**config.mk**
```make
export PLATFORM = sky130hd
export DESIGN_NAME = inst_loader_flat
export DESIGN_NICKNAME = d
export VERILOG_FILES = /design/src/rtl/inst_loader_if.sv /design/src/rtl/inst_loader.sv /design/src/flat_wrapper.sv
export SDC_FILE = /design/constraint.sdc
export NUM_CORES = 1
export LEC_CHECK = 0
export BUFFER_PORTS_ARGS = -buffer_cell sky130_fd_sc_hd__buf_2
export CORE_MARGIN = 1
export CORE_UTILIZATION = 45
export DETAILED_ROUTE_END_ITERATION = 10
export HOLD_SLACK_MARGIN = 0.15
export PLACE_DENSITY_LB_ADDON = 0.25
export SYNTH_ARGS = -nofsm -noshare
export SYNTH_HDL_FRONTEND = slang
export SYNTH_SLANG_ARGS = --single-unit
```
**constraint.sdc**
```tcl
create_clock -name clk -period 1.2 [get_ports clk]
set_input_delay 0.36 -clock clk [delete_from_list [all_inputs] [get_ports clk]]
set_output_delay 0.36 -clock clk [all_outputs]
set_load 0.01 [all_outputs]
```
**src/rtl/inst_loader_if.sv**
```systemverilog
// Bus between the bit-serial CPU front end and its environment: raw button/switch
// inputs, the busy flag from the control FSM, and the loaded instruction.
interface inst_loader_if #(
   parameter int INST_W = 12
);
   logic                         btn_raw;
   logic                         din_raw;
   logic                         busy;
   logic                         btn_edge;
   logic                         inst_done;
   logic [3:0]                   opcode;
   logic [INST_W-5:0]            operand;
   logic [$clog2(INST_W+1)-1:0]  bit_cnt;
   logic [1:0]                   state_dbg;

   // Handshake: btn_edge is a one-cycle strobe with no backpressure. opcode/operand
   // are valid while inst_done is high. busy holds the loader out of LOAD until the
   // downstream datapath has gone busy and then idle again.
   modport master (
      output btn_raw, din_raw, busy,
      input  btn_edge, inst_done, opcode, operand, bit_cnt, state_dbg
   );

   modport slave (
      input  btn_raw, din_raw, busy,
      output btn_edge, inst_done, opcode, operand, bit_cnt, state_dbg
   );
endinterface

```
**src/rtl/inst_loader.sv**
```systemverilog
// Synchronizes and debounces a push-button and serial data switch, then shifts an
// INST_W-bit instruction in MSB first, one bit per debounced press.
module inst_loader #(
   parameter int INST_W     = 12,
   parameter int DEB_CYCLES = 4
) (
   input  logic          clk,
   input  logic          rst_n,
   inst_loader_if.slave  bus
);
   localparam int CNT_W = $clog2(INST_W + 1);
   localparam int DEB_W = (DEB_CYCLES > 1) ? $clog2(DEB_CYCLES) : 1;
   localparam logic [DEB_W-1:0] DEB_MAX  = DEB_W'(DEB_CYCLES - 1);
   localparam logic [CNT_W-1:0] LAST_BIT = CNT_W'(INST_W - 1);

   typedef enum logic [1:0] {
      LOAD      = 2'd0,
      READY     = 2'd1,
      EXEC_WAIT = 2'd2,
      EXEC_RUN  = 2'd3
   } state_t;

   state_t              state, state_nxt;
   logic                btn_meta, btn_sync, din_meta, din_sync;
   logic                btn_db, btn_edge, inst_done;
   logic [DEB_W-1:0]    deb;
   logic [INST_W-1:0]   shreg;
   logic [CNT_W-1:0]    bit_cnt;
   logic                db_flip, shift_en, cnt_clr;

   always_ff @(posedge clk) begin
      if (!rst_n) begin
         btn_meta <= 1'b0;
         btn_sync <= 1'b0;
         din_meta <= 1'b0;
         din_sync <= 1'b0;
      end else begin
         btn_meta <= bus.btn_raw;
         btn_sync <= btn_meta;
         din_meta <= bus.din_raw;
         din_sync <= din_meta;
      end
   end

   // A level change is accepted only after DEB_CYCLES consecutive differing samples.
   assign db_flip = (btn_sync != btn_db) && (deb == DEB_MAX);

   always_ff @(posedge clk) begin
      if (!rst_n) begin
         btn_db   <= 1'b0;
         deb      <= '0;
         btn_edge <= 1'b0;
      end else begin
         btn_edge <= db_flip & btn_sync;
         if (btn_sync == btn_db) begin
            deb <= '0;
         end else if (db_flip) begin
            btn_db <= btn_sync;
            deb    <= '0;
         end else begin
            deb <= deb + DEB_W'(1);
         end
      end
   end

   always_comb begin
      state_nxt = state;
      shift_en  = 1'b0;
      cnt_clr   = 1'b0;
      case (state)
         LOAD: begin
            if (btn_edge) begin
               shift_en = 1'b1;
               if (bit_cnt == LAST_BIT) state_nxt = READY;
            end
         end
         READY:     if (btn_edge) state_nxt = EXEC_WAIT;
         EXEC_WAIT: if (bus.busy) state_nxt = EXEC_RUN;
         EXEC_RUN: begin
            if (!bus.busy) begin
               state_nxt = LOAD;
               cnt_clr   = 1'b1;
            end
         end
         default:   state_nxt = LOAD;
      endcase
   end

   // shreg is not cleared when a new load starts; old bits are shifted out.
   always_ff @(posedge clk) begin
      if (!rst_n) begin
         state     <= LOAD;
         inst_done <= 1'b0;
         shreg     <= '0;
         bit_cnt   <= '0;
      end else begin
         state     <= state_nxt;
         inst_done <= (state_nxt == READY);
         if (shift_en) begin
            shreg   <= {shreg[INST_W-2:0], din_sync};
            bit_cnt <= bit_cnt + CNT_W'(1);
         end else if (cnt_clr) begin
            bit_cnt <= '0;
         end
      end
   end

   assign bus.btn_edge  = btn_edge;
   assign bus.inst_done = inst_done;
   assign bus.opcode    = shreg[INST_W-1:INST_W-4];
   assign bus.operand   = shreg[INST_W-5:0];
   assign bus.bit_cnt   = bit_cnt;
   assign bus.state_dbg = state;
endmodule

```
**src/flat_wrapper.sv**
```systemverilog
// flat-port wrapper written by rule: the top's interface ports become plain ports
module inst_loader_flat 
#(
   parameter int INST_W     = 12,
   parameter int DEB_CYCLES = 4
)
  (clk, rst_n, bus_btn_raw, bus_din_raw, bus_busy, bus_btn_edge, bus_inst_done, bus_opcode, bus_operand, bus_bit_cnt, bus_state_dbg);
  inst_loader_if #(.INST_W(INST_W)) bus_i ();
  input  logic clk;
  input  logic rst_n;
  input wire logic [$bits(bus_i.btn_raw)-1:0] bus_btn_raw;
  input wire logic [$bits(bus_i.din_raw)-1:0] bus_din_raw;
  input wire logic [$bits(bus_i.busy)-1:0] bus_busy;
  output wire logic [$bits(bus_i.btn_edge)-1:0] bus_btn_edge;
  output wire logic [$bits(bus_i.inst_done)-1:0] bus_inst_done;
  output wire logic [$bits(bus_i.opcode)-1:0] bus_opcode;
  output wire logic [$bits(bus_i.operand)-1:0] bus_operand;
  output wire logic [$bits(bus_i.bit_cnt)-1:0] bus_bit_cnt;
  output wire logic [$bits(bus_i.state_dbg)-1:0] bus_state_dbg;
  assign bus_i.btn_raw = bus_btn_raw;
  assign bus_i.din_raw = bus_din_raw;
  assign bus_i.busy = bus_busy;
  assign bus_btn_edge = bus_i.btn_edge;
  assign bus_inst_done = bus_i.inst_done;
  assign bus_opcode = bus_i.opcode;
  assign bus_operand = bus_i.operand;
  assign bus_bit_cnt = bus_i.bit_cnt;
  assign bus_state_dbg = bus_i.state_dbg;
  inst_loader #(.INST_W(INST_W), .DEB_CYCLES(DEB_CYCLES)) u_core (.clk(clk), .rst_n(rst_n), .bus(bus_i));
endmodule
```
==> impl.org <==
** Place
- During placement, the flow inserted port buffers numbering 24.
- Routability-driven placement finished with a final weighted congestion of approximately 0.74.
- Including well taps, the total number of placed cells is around 160.
- Placement Cell Area :: 0.00121 sq mm
- After legalization and detailed placement, the total HPWL measured 1320 microns.

** Final layout
- At the end of the flow the core is filled with cells to 80.3%.
- Synth-to-Final Area Change :: 61.6%
- The filler cells instantiated in the layout total between 100 and 150.
- In the final layout, the share of cells above drive strength 1 is 60.8%.
- Summing all multi-input logic gate instances after layout gives around 510 sq um.
- The finished layout holds approximately 190 standard cells, fillers aside.
- 0 antenna diodes ended up in the layout.
- Reg area :: slightly below 600 sq um
- Count of nets after finishing :: approximately 170
- Post-route cell area :: 0.00162 sq mm

** Synth
- Cell taking the most area after synthesis :: sky130_fd_sc_hd__dfxtp_1
- Averaged over all synthesized cells, the footprint is just over 9 sq um.
- Warning count from the yosys run :: 0
- Number of enable-type register cells in the synthesized netlist :: 0
- Synthesized netlist cell count :: between 100 and 150
- In the post-synthesis netlist, the cell with the most instances is sky130_fd_sc_hd__nand2_1.
- The synthesized design contains 27 register bits.
- Sequential cells were found to cover 53.8% of the synthesized design area.
- Counting every net in the synthesized netlist gives about 120.
- Yosys mapped the design onto 29 distinct sky130hd cell types.
- By area the synthesized netlist is led by sky130_fd_sc_hd__dfxtp_1 (54%), sky130_fd_sc_hd__nand2_1 (10%), sky130_fd_sc_hd__a21oi_1 (8.0%), sky130_fd_sc_hd__and2_1 (2.5%), sky130_fd_sc_hd__ha_1 (2.5%).
- For this run, the leading register cell type out of synthesis is sky130_fd_sc_hd__dfxtp_1.
- Area share of the largest cell type after synthesis :: 53.8%
- After synthesis the cells add up to 0.00100 sq mm.
- By count the netlist is led by sky130_fd_sc_hd__nand2_1 (28), sky130_fd_sc_hd__dfxtp_1 (27), sky130_fd_sc_hd__a21oi_1 (16).
- In the synthesized netlist the async set-or-reset flop fraction comes to 0%.

** CTS
- CTS built an H-tree with a depth of 1.
- Clock Latency Late Sink :: ~0.33 ns
- TritonCTS built the clock tree.
- Maximum number of buffers from clock root to sink :: 2
- The number of hold buffers added after CTS was 0.
- TritonCTS created 3 clock buffers.
- Clock tree root buffer cell :: sky130_fd_sc_hd__clkbuf_4
- Register clock-pin slew on the reported worst setup and hold paths :: between 0.1 and 0.15 ns
- # clock sinks :: 27

** Critical path
- Worst setup path class :: register to register
- In this run the worst path has a maximum fanout of 7.
- Startpoint Class :: register
- Top delay family on crit path :: buffers and inverters
- Arrival time at the worst endpoint :: 1.58 ns
- Counting stages on the worst path, the most repeated cell is sky130_fd_sc_hd__buf_4.
- The setup check on the worst reg-to-reg path leaves a slack of -0.12 ns.
- Among all stages on the critical path, the largest delay is contributed by sky130_fd_sc_hd__dfxtp_4.
- Crit path buf inv count :: 3
- STA puts the critical path data required time at 1.46 ns.
- Reg2reg start :: u_core.bus.state_dbg[1]
- In this design, the stage delay of the slowest critical-path cell is between 0.3 and 0.4 ns.
- End of the worst register-to-register path :: u_core.shreg[7]
- The worst setup path is captured at a register.
- The critical path goes through buf_4 -> nor3b_4 -> buf_6 -> buf_4 -> nand2_1 -> a21oi_2.
- For the worst flop-to-flop path, the logic depth is 6.

** Global route
- Number of antenna violations at the first check in global routing :: 0
- Entering global routing, the biggest net connects 18 pins.
- The number of global-route vias before repair was 797.
- The first global-routing pass estimated 3400 microns of wire.
- For this run, the total global-route usage over all layers was measured as about 18%.
- Residual overflow from global routing :: 0

** STA
- Max Fclk :: ~760 MHz
- Unrepaired setup endpoints after global routing :: yes
- Once routing completed, OpenROAD measured the worst setup slack at -0.119 ns.
- Adding up every negative setup slack in the final design gives -1.63 ns.
- Slew Viols, Final :: 0
- Worst setup skew after layout :: a little under 0.004 ns
- The number of endpoints with negative hold slack in the final report came to 0.
- Min cycle time layout :: about 1.3 ns
- Max-Slew Margin vs Limit :: a little under nine tenths
- Final count of negative-setup-slack endpoints :: 20
- For the pin with the worst max-slew slack, the measured transition is 0.210 ns.
- Final period util :: 110%

** Hold path
- Path category of the worst min-delay check :: input port to register
- Worst hold path stage count :: 2
- The worst hold path begins at bus_btn_raw.
- Worst Hold End :: u_core.btn_meta

** Power
- Pleak :: 0.000647 uW
- Total power divided by cell area :: roughly 800 mW/mm^2
- IR analysis of the VDD net gives a maximum drop of ~1.1 mV.

** Floorplanning
- Core box area :: around 0.002 sq mm
- In this run the count of I/O pins placed on the die edge is 25.
- Initial standard-cell utilization of the core :: around half
- FP Rows :: 16
- The die is roughly 49 microns wide.
- Die Height :: 49.3 microns
- DIE AREA :: about 0.0024 sq mm

** Outcome
- The flow ran to the end, but the final reports show violations.
- The final reports fail on setup timing.

** Run
- Maximum capacitance violations :: 0

** Detailed routing
- For this run, design rule violations remaining after detail routing come to 0.
- Via/cell ratio :: about 5.4
- DRT Wirelength :: between 2000 and 3000 microns
- First DRT Iteration DRCs :: 13
- Avg WL per Cell :: 14.7 microns
- Detailed routing inserted a total of 1003 vias.
- Once detail routing completed, the nets flagged for antenna violations numbered 0.
- First-pass detailed-route iteration total :: 4
[area by class of cell]
class	instances	share of cell area [%]
well taps	27	2.08
clock inverters	1	0.462
repair buffers	51	28.0
inverters	2	0.462
multi-input cells	74	31.4
clock buffers	3	1.39
flip-flops and latches	27	36.1
[metal layers]
layer	wire length [microns]	vias to the layer above	global-route usage, %
met5	0	-	0
met3	67	6	4.67
met4	67	0	5.88
met2	1480	24	34.7
met1	1100	500	19.0
li1	-	473	-
[cell usage in the layout, fill, tap and decap left out, types with 2 or more instances in the layout]
cell type	n
sky130_fd_sc_hd__ha_1	2
sky130_fd_sc_hd__dfxtp_4	9
sky130_fd_sc_hd__nand3b_1	2
sky130_fd_sc_hd__clkbuf_4	3
sky130_fd_sc_hd__a311oi_2	2
sky130_fd_sc_hd__a21oi_2	7
sky130_fd_sc_hd__a21oi_1	9
sky130_fd_sc_hd__nand3_2	2
sky130_fd_sc_hd__buf_2	9
sky130_fd_sc_hd__nand2_2	4
sky130_fd_sc_hd__inv_1	2
sky130_fd_sc_hd__nand2b_1	3
sky130_fd_sc_hd__buf_4	19
sky130_fd_sc_hd__nand2_4	3
sky130_fd_sc_hd__dfxtp_2	10
sky130_fd_sc_hd__and2_1	4
sky130_fd_sc_hd__buf_6	22
sky130_fd_sc_hd__dfxtp_1	8
sky130_fd_sc_hd__nand2_1	21
[kinds of logic (layout without fill, tap and decap cells)]
kind of cell    count (synthesis)  in the layout  share of synthesized area, %
compound gates                 22             22                          13.1
xor+xnor                        1              1                         0.872
fa+ha+maj                       2              2                          2.49
buf+inv                         7             57                          3.86
flops                          27             27                          53.8
mux                             1              1                         0.996
simple gates                   48             48                          24.9
[flip-flops by register name (all words and copies together), names as in the netlist]
name / cells
u_core.shreg: 12
u_core.btn_sync: 1
u_core.bus.state_dbg: 2
u_core.bus.btn_edge: 1
u_core.btn_meta: 1
u_core.bus.bit_cnt: 4
u_core.bus.inst_done: 1
u_core.din_meta: 1
u_core.din_sync: 1
u_core.deb: 2
u_core.btn_db: 1
[repair_timing]
action,in CTS,in global routing
pin swaps,5,12
buffers inserted,9,10
resized for setup,30,37
setup endpoints to repair,20,35
[worst max path at each step]
stage | to | cells past startpoint | start
after global routing | u_core.shreg[7] | 6 | u_core.bus.state_dbg[1]
after CTS | bus_state_dbg[0] | 2 | u_core.bus.state_dbg[0]
after global placement | u_core.bus.bit_cnt[1] | 4 | u_core.bus.state_dbg[0]
final | u_core.shreg[7] | 6 | u_core.bus.state_dbg[1]
after detailed placement | u_core.bus.bit_cnt[1] | 4 | u_core.bus.state_dbg[0]
after floorplan | u_core.shreg[1] | 5 | u_core.bus.state_dbg[0]
[through the flow]
stage | hold slack, ns | power, uW | worst slack [ns]
4_1_cts | 0.211 | 1340 | -0.0925
3_3_place_gp | 0.412 | 959 | 0.0431
5_1_grt | 0.190 | 1380 | -0.176
2_1_floorplan | 0.406 | 938 | -0.0260
3_5_place_dp | 0.427 | 960 | 0.0301
6_report | 0.222 | 1320 | -0.119
[report_power, final]
part	switching (uW)	internal, uW	total, uW
clock network	267	128	395
logic	22.0	19.0	41.0
registers	2.67	883	885
(Power assumes the default switching activity.)
